<file path="src/rtl/mem_lsu.sv">
// Memory-access stage: non-memory ops pass through combinationally; loads/stores run a req/ack bus transaction.
// Latency: 0 cycles for non-memory ops, n+1 stall cycles plus one DONE cycle when the bus acks n cycles after the request.
// Backpressure: stallreq holds the pipeline while bus_req is up; the controller keeps the inputs stable until DONE ends.
module mem_lsu (
    input  logic        clk,
    input  logic        rst,
    input  logic [4:0]  mem_wd_i,
    input  logic        mem_wreg_i,
    input  logic [31:0] mem_wdata_i,
    input  logic [7:0]  mem_aluop_i,
    input  logic [31:0] mem_addr_i,
    input  logic [31:0] mem_reg2_i,
    output logic [4:0]  mem_wd_o,
    output logic        mem_wreg_o,
    output logic [31:0] mem_wdata_o,
    output logic        stallreq,
    output logic        align_err,
    output logic        bus_req,
    output logic        bus_we,
    output logic [31:0] bus_addr,
    output logic [3:0]  bus_sel,
    output logic [31:0] bus_wdata,
    input  logic [31:0] bus_rdata,
    input  logic        bus_ack
);

    localparam logic [7:0] EXE_LB_OP   = 8'b1110_0000;
    localparam logic [7:0] EXE_LBU_OP  = 8'b1110_0100;
    localparam logic [7:0] EXE_LH_OP   = 8'b1110_0001;
    localparam logic [7:0] EXE_LHU_OP  = 8'b1110_0101;
    localparam logic [7:0] EXE_LW_OP   = 8'b1110_0011;
    localparam logic [7:0] EXE_SB_OP   = 8'b1110_1000;
    localparam logic [7:0] EXE_SH_OP   = 8'b1110_1001;
    localparam logic [7:0] EXE_SW_OP   = 8'b1110_1011;
    localparam logic [4:0] NOP_REG_ADDR = 5'b00000;

    localparam logic [1:0] SZ_BYTE = 2'd0;
    localparam logic [1:0] SZ_HALF = 2'd1;
    localparam logic [1:0] SZ_WORD = 2'd2;

    typedef enum logic [1:0] {
        IDLE = 2'd0,
        BUSY = 2'd1,
        DONE = 2'd2
    } state_t;

    state_t      state_q, state_d;
    logic [31:0] result_q, result_d;

    logic        is_load;
    logic        is_store;
    logic        is_signed;
    logic [1:0]  acc_size;
    logic        mem_op;
    logic        misalign;
    logic [3:0]  lane_sel;
    logic [31:0] store_dat;
    logic [31:0] load_dat;
    logic [7:0]  byte_v;
    logic [15:0] half_v;

    always_comb begin
        is_load   = 1'b0;
        is_store  = 1'b0;
        is_signed = 1'b0;
        acc_size  = SZ_WORD;
        case (mem_aluop_i)
            EXE_LB_OP:  begin is_load  = 1'b1; is_signed = 1'b1; acc_size = SZ_BYTE; end
            EXE_LBU_OP: begin is_load  = 1'b1; acc_size = SZ_BYTE; end
            EXE_LH_OP:  begin is_load  = 1'b1; is_signed = 1'b1; acc_size = SZ_HALF; end
            EXE_LHU_OP: begin is_load  = 1'b1; acc_size = SZ_HALF; end
            EXE_LW_OP:  begin is_load  = 1'b1; acc_size = SZ_WORD; end
            EXE_SB_OP:  begin is_store = 1'b1; acc_size = SZ_BYTE; end
            EXE_SH_OP:  begin is_store = 1'b1; acc_size = SZ_HALF; end
            EXE_SW_OP:  begin is_store = 1'b1; acc_size = SZ_WORD; end
            default:    begin end
        endcase
        mem_op   = is_load | is_store;
        misalign = mem_op && (((acc_size == SZ_HALF) && mem_addr_i[0]) ||
                              ((acc_size == SZ_WORD) && (mem_addr_i[1:0] != 2'b00)));
    end

    // Big-endian lanes: address offset 0 lives in bits [31:24].
    always_comb begin
        case (mem_addr_i[1:0])
            2'd0:    byte_v = bus_rdata[31:24];
            2'd1:    byte_v = bus_rdata[23:16];
            2'd2:    byte_v = bus_rdata[15:8];
            default: byte_v = bus_rdata[7:0];
        endcase
        half_v = mem_addr_i[1] ? bus_rdata[15:0] : bus_rdata[31:16];

        case (acc_size)
            SZ_BYTE: begin
                lane_sel  = 4'b1000 >> mem_addr_i[1:0];
                store_dat = {4{mem_reg2_i[7:0]}};
                load_dat  = {{24{is_signed & byte_v[7]}}, byte_v};
            end
            SZ_HALF: begin
                lane_sel  = mem_addr_i[1] ? 4'b0011 : 4'b1100;
                store_dat = {2{mem_reg2_i[15:0]}};
                load_dat  = {{16{is_signed & half_v[15]}}, half_v};
            end
            default: begin
                lane_sel  = 4'b1111;
                store_dat = mem_reg2_i;
                load_dat  = bus_rdata;
            end
        endcase
    end

    always_comb begin
        state_d     = state_q;
        result_d    = result_q;
        mem_wd_o    = NOP_REG_ADDR;
        mem_wreg_o  = 1'b0;
        mem_wdata_o = 32'h0;
        stallreq    = 1'b0;
        align_err   = 1'b0;
        bus_req     = 1'b0;
        bus_we      = 1'b0;
        bus_addr    = 32'h0;
        bus_sel     = 4'b0000;
        bus_wdata   = 32'h0;

        if (rst) begin
            mem_wd_o    = mem_wd_i;
            mem_wreg_o  = mem_wreg_i & ~is_store;
            mem_wdata_o = is_store ? 32'h0 : mem_wdata_i;

            case (state_q)
                IDLE: begin
                    if (misalign) begin
                        align_err  = 1'b1;
                        mem_wreg_o = 1'b0;
                    end else if (mem_op) begin
                        bus_req     = 1'b1;
                        stallreq    = 1'b1;
                        mem_wdata_o = 32'h0;
                        state_d     = bus_ack ? DONE : BUSY;
                        if (bus_ack) begin
                            result_d = is_load ? load_dat : 32'h0;
                        end
                    end
                end
                BUSY: begin
                    bus_req     = 1'b1;
                    stallreq    = 1'b1;
                    mem_wdata_o = 32'h0;
                    if (bus_ack) begin
                        result_d = is_load ? load_dat : 32'h0;
                        state_d  = DONE;
                    end
                end
                DONE: begin
                    mem_wdata_o = is_store ? 32'h0 : result_q;
                    state_d     = IDLE;
                end
                default: state_d = IDLE;
            endcase

            // Bus fields follow the stable inputs only while a request is outstanding.
            if (bus_req) begin
                bus_we    = is_store;
                bus_addr  = {mem_addr_i[31:2], 2'b00};
                bus_sel   = lane_sel;
                bus_wdata = store_dat;
            end
        end
    end

    always_ff @(posedge clk) begin
        if (!rst) begin
            state_q  <= IDLE;
            result_q <= 32'h0;
        end else begin
            state_q  <= state_d;
            result_q <= result_d;
        end
    end

endmodule

</file>
<file path="config.mk">
export PLATFORM = sky130hd
export DESIGN_NAME = mem_lsu
export DESIGN_NICKNAME = d
export VERILOG_FILES = /design/src/rtl/mem_lsu.sv
export SDC_FILE = /design/constraint.sdc
export NUM_CORES = 1
export LEC_CHECK = 0
export ABC_CLOCK_PERIOD_IN_PS = 1800
export BUFFER_PORTS_ARGS = -buffer_cell sky130_fd_sc_hd__buf_2
export CAP_MARGIN = 40
export CORE_ASPECT_RATIO = 1.1
export CORE_UTILIZATION = 35
export CTS_CLUSTER_DIAMETER = 100
export CTS_CLUSTER_SIZE = 40
export DETAILED_ROUTE_END_ITERATION = 10
export GPL_TIMING_DRIVEN = 0
export HOLD_SLACK_MARGIN = 0.05
export PLACE_DENSITY = 0.74
export SLEW_MARGIN = 25
export SYNTH_ARGS = -nofsm -noshare
export SYNTH_HDL_FRONTEND = slang
export SYNTH_SLANG_ARGS = --single-unit
</file>
<file path="constraint.sdc">
create_clock -name clk -period 1.8 [get_ports clk]
set_input_delay 0.18 -clock clk [delete_from_list [all_inputs] [get_ports clk]]
set_output_delay 0.18 -clock clk [all_outputs]
set_load 0.01 [all_outputs]
</file>
# After elaboration in Yosys (flattened, before gate mapping)
# Cells that the tools add are included.
# word_totals
reg_bits,34
input_bits,145
wordCells,88
# op_classes
n_eq_ne,17
shift,1
n_mux,47
n_bitwise,5
n_reduce_logical,16
# ops
operator,n
$mux 32,13
$pmux 32 s2,3
$pmux 32 s3,1
$eq 8x8->1 const B,8
$pmux 8 s3,1
$mux 1,16
$mux 16,1
$mux 4,3
$reduce_or 3->1,3
$mux 2,4
$pmux 2 s2,2
$pmux 4 s2,1
$eq 2x1->1 const B,3
$eq 2x2->1 const B,3
$logic_not 2->1,3
$ne 2x2->1 const B,3
$reduce_and 3->1,2
$mux 5,1
$reduce_or 5->1,1
$reduce_bool 2->1,2
$shr 4x2->4 const A,1
$and 1x1->1,3
$logic_and 1x1->1,3
$pmux 1 s2,1
4 further kinds,4

# Logic depth before layout (Yosys ltp)
# depth
word_depth,12
mapped_depth,8
depth_no_buf,6

# Worst setup path before layout
# Ideal clock, no wire load.
# synth_timing
kind,flip-flop to output port
from,register state_q[0]
to,output mem_wdata_o[11]
t_arrival_ns,1.740
slack_ns,-0.120
stages_incl_launch_ff,8
n_path_buf,2
path_cell_list,dfxtp_1 clkbuf_1 o21bai_1 a22o_1 a21oi_1 clkbuf_1 a22oi_1 nor2_1
# synth_via
elab_chain_cells,3
word_cells_on_any_way,5
classes_between,eq/ne: 2; mux: 2; reduce/logical: 1
# synth_rtl
item,line_no,text
"start, declared",47,"state_t state_q, state_d;"
"start signal, assigned",177,state_q <= state_d;
$eq 2x2->1 (tied with other cells),131,case (state_q)
$pmux 32 s3 (*),131,
$mux 32 (*),126,if (rst) begin
"end, declared",15,"output logic [31:0] mem_wdata_o,"
# Every way passes the cells marked *; elsewhere a longest branch is shown, timed or not.

# Worst setup path after layout
# layout_timing
from,register state_q[0]
to,output mem_wdata_o[12]
# Same word-level chain as after synthesis.

==> results by group <==
Run status
  • Outcome: finished, violations left
  • Failing checks: negative setup slack

Final layout
  • P&R area growth vs syn: 69.0%
  • Fillers: 835
  • Final core occ: roughly 60%
  • Layout cells sized above 1: 56.4%
  • Non-filler instance count after layout: roughly 900
  • NumNets Final: 905
  • Design Area, Final: 5700 µm²

STA
  • Fmax: 445 MHz
  • Final worst slack: -0.449 ns
  • Layout Skew: 0.00972 ns
  • Worst Max-Slew Pin Slew: 0.712 ns
  • RSZ-0062 raised after global routing: yes
  • Slew headroom: 52.5%
  • Final hold vios: 0
  • Fin Setup TNS: -46.67 ns
  • WHS: 0.0906 ns
  • Setup violators final: 134
  • Min Tclk post-route: about 2.2 ns
  • Final Max Tran Viols: 0
  • Crit share post-route: 125%

Worst setup path
  • Crit-path cells: buf_8 > o21bai_1 > a22o_1 > buf_6 > a21oi_4 > buf_6 > buf_8 > a22oi_2 > nor2_1 > buf_2
  • Max stage delay cell, worst path: dfxtp_4
  • CP arrival: 2.07 ns
  • Crit end category: output port
  • R2r worst-path depth: 8
  • CP Launch Type: flip-flop
  • Worst setup path category: reg2out
  • WP depth: 10
  • Max FO, Critical Path: 5
  • Top delay family on crit path: buffers and inverters
  • Slowest stage delay, CP: ~0.37 ns
  • CP required: 1.62 ns
  • Worst path buffer plus inverter count: 5

Floorplanning
  • Core area: between 9000 and 10000 µm²
  • I/O Pins: 255
  • DIE AREA: around 10000 µm²
  • Initial Util: about 36%
  • Die H: between 100 and 150 µm
  • # rows: 37
  • Die X: 95.6 µm

Synthesis
  • Yosys Warn Count: 0
  • Synth area leader: dfxtp_1
  • Yosys top cell area share: between 20% and 30%
  • Post-Syn Area: approximately 3400 µm²
  • Synth area leaders: dfxtp_1 20%, mux2_2 12%, and2_1 9.1%, nor2_1 7.5%, a22oi_1 7.3%
  • Seq/Total Area, Yosys: between 20% and 30%
  • Commonest cells post-synth: 67 x nor2_1, 61 x nand2_1, 49 x and2_1
  • Post-synth EDFFs: 0
  • Ys flop type: dfxtp_1
  • Syn avg cell area: around 7 µm²
  • Post-Synthesis Cells: around 480
  • Async S/R FF share, synth: 0%
  • Synth unique cells: 47
  • Count leader, synth: nor2_1
  • Synth Register Bits: 34

Worst hold path
  • Hold depth: 2
  • Hold Path Class: in2reg

Placement
  • Placed Instance Area: between 4000 and 5000 µm²
  • Worst slack at placement: -0.709 ns
  • RePlAce Congestion: just under 1
  • IO buf count: ~250
  • Dpl cells: 847
  • Dpl hpwl: 12.5 mm

Routing
  • Routed Antenna Nets: 0
  • DR iter-0 viols: 348
  • Total Routed Length: 16.5 mm
  • WL/cell: 18.7 µm
  • Post-route DRC: 0
  • Vias per Instance: between 5 and 6
  • 1st-pass router iterations: 5
  • Via count: 4877

Clocking
  • H-tree levels: 2
  • Clk_lat worst skew: 0.29 ns
  • Root Driver: clkbuf_8
  • CTS max path bufs: 2
  • Total CTS buffers: 5
  • Clk sinks: 34
  • Worst-path clk slew: 0.08 ns
  • CTS tree: done

Power
  • PwrDens: 359 nW/µm²
  • Sequential fraction of design power: ~37%
  • Pint: about 1.4 mW
  • Switch share: 32.5%
  • Lkg Pwr: ~2.8 nW
  • Maximum VDD drop: 0.270 mV
  • NetSw: approximately 660 µW
  • Combinational share of power: 34.0%
  • Total power draw: 2.04 mW
  • Clock share of power: 29.2%

GRT
  • Remaining global-route overflow: 0
  • Vias in the first global route: 4693
  • Largest net degree at the start of global routing: 12
  • All-layer global routing usage: between 30% and 40%
  • First-pass GRT wire length: 24.4 mm
  • Initial antenna violation count: 1

Run
  • Max_cap viols: 0
-- kinds of logic after synthesis --
| kind of cell | count (synthesis) | synth area share [%] |
|---|---|---|
| flops | 34 | 20.2 |
| compound gates | 142 | 29.2 |
| other cells | 1 | 0.111 |
| buf+inv | 49 | 6.16 |
| simple gates | 203 | 28.5 |
| mux | 49 | 15.8 |
-- per-layer routing --
| layer | up-vias | share of wire, % | global-route usage [%] |
|---|---|---|---|
| met3 | 41 | 7.0 | 5.53 |
| met5 | - | 0 | 0 |
| met2 | 271 | 52 | 57.2 |
| met4 | 0 | 3.7 | 12.7 |
| met1 | 2304 | 37 | 35.9 |
| li1 | 2261 | - | - |
-- cells in the final DEF (no fill, tap or decap), types with 3 or more instances in the layout --
cell	n
a21oi_1	13
clkbuf_2	9
and2_4	22
a22oi_2	12
nand2_1	60
mux2i_1	14
and2_1	27
a21oi_2	10
dfxtp_1	32
a221oi_1	13
nor3_1	6
a21oi_4	3
a211oi_4	3
buf_4	12
o21ai_0	32
buf_2	235
a22oi_1	21
buf_8	5
a211oi_2	5
clkbuf_8	12
o21ai_2	10
mux2_2	35
buf_6	34
a22o_1	8
nor2_1	66
nand2b_1	3
clkbuf_1	12
clkbuf_4	3
-- flip-flops by register name (all words and copies together), names as in the netlist --
signal and count:
result_q 32, state_q 2
-- power groups by stage --
| stage | Combinational [mW] | Sequential [mW] | Clock, mW |
|---|---|---|---|
| CTS | 0.666 | 0.754 | 0.594 |
| global route | 0.746 | 0.752 | 0.633 |
| floorplan | 0.284 | 0.772 | 0 |
| global placement | 0.586 | 0.772 | 0 |
| finish | 0.695 | 0.753 | 0.596 |
| detailed placement | 0.597 | 0.772 | 0 |
-- worst paths after layout --
kind	from	to	slack, ns
min reg2reg	result_q[23]	result_q[23]	0.46
max	state_q[0]	mem_wdata_o[12]	-0.45
max reg2reg	state_q[0]	result_q[9]	-0.26
min	bus_ack	state_q[0]	0.09
-- what timing repair did --
action                                  in CTS  in global routing
endpoints found under the setup margin     135                134
pin swaps                                   45                 34
hold buffers                                 0                  0
setup buffers                               13                  5
gates cloned                                 7                  1
resized for setup                          140                 22
-- final cells by class --
class	instances	area, µm²	area share (%)
Timing Repair Buffer	277	1660	29.1
Tap cell	117	146	2.57
Antenna cell	1	2.50	0.0439
Buffer	43	314	5.51
Clock inverter	2	12.5	0.220
Multi-Input combinational cell	396	2780	48.8
Clock buffer	6	82.6	1.45
Sequential cell	34	688	12.1
Inverter	3	13.8	0.242
Power figures use the tool's default switching activity.
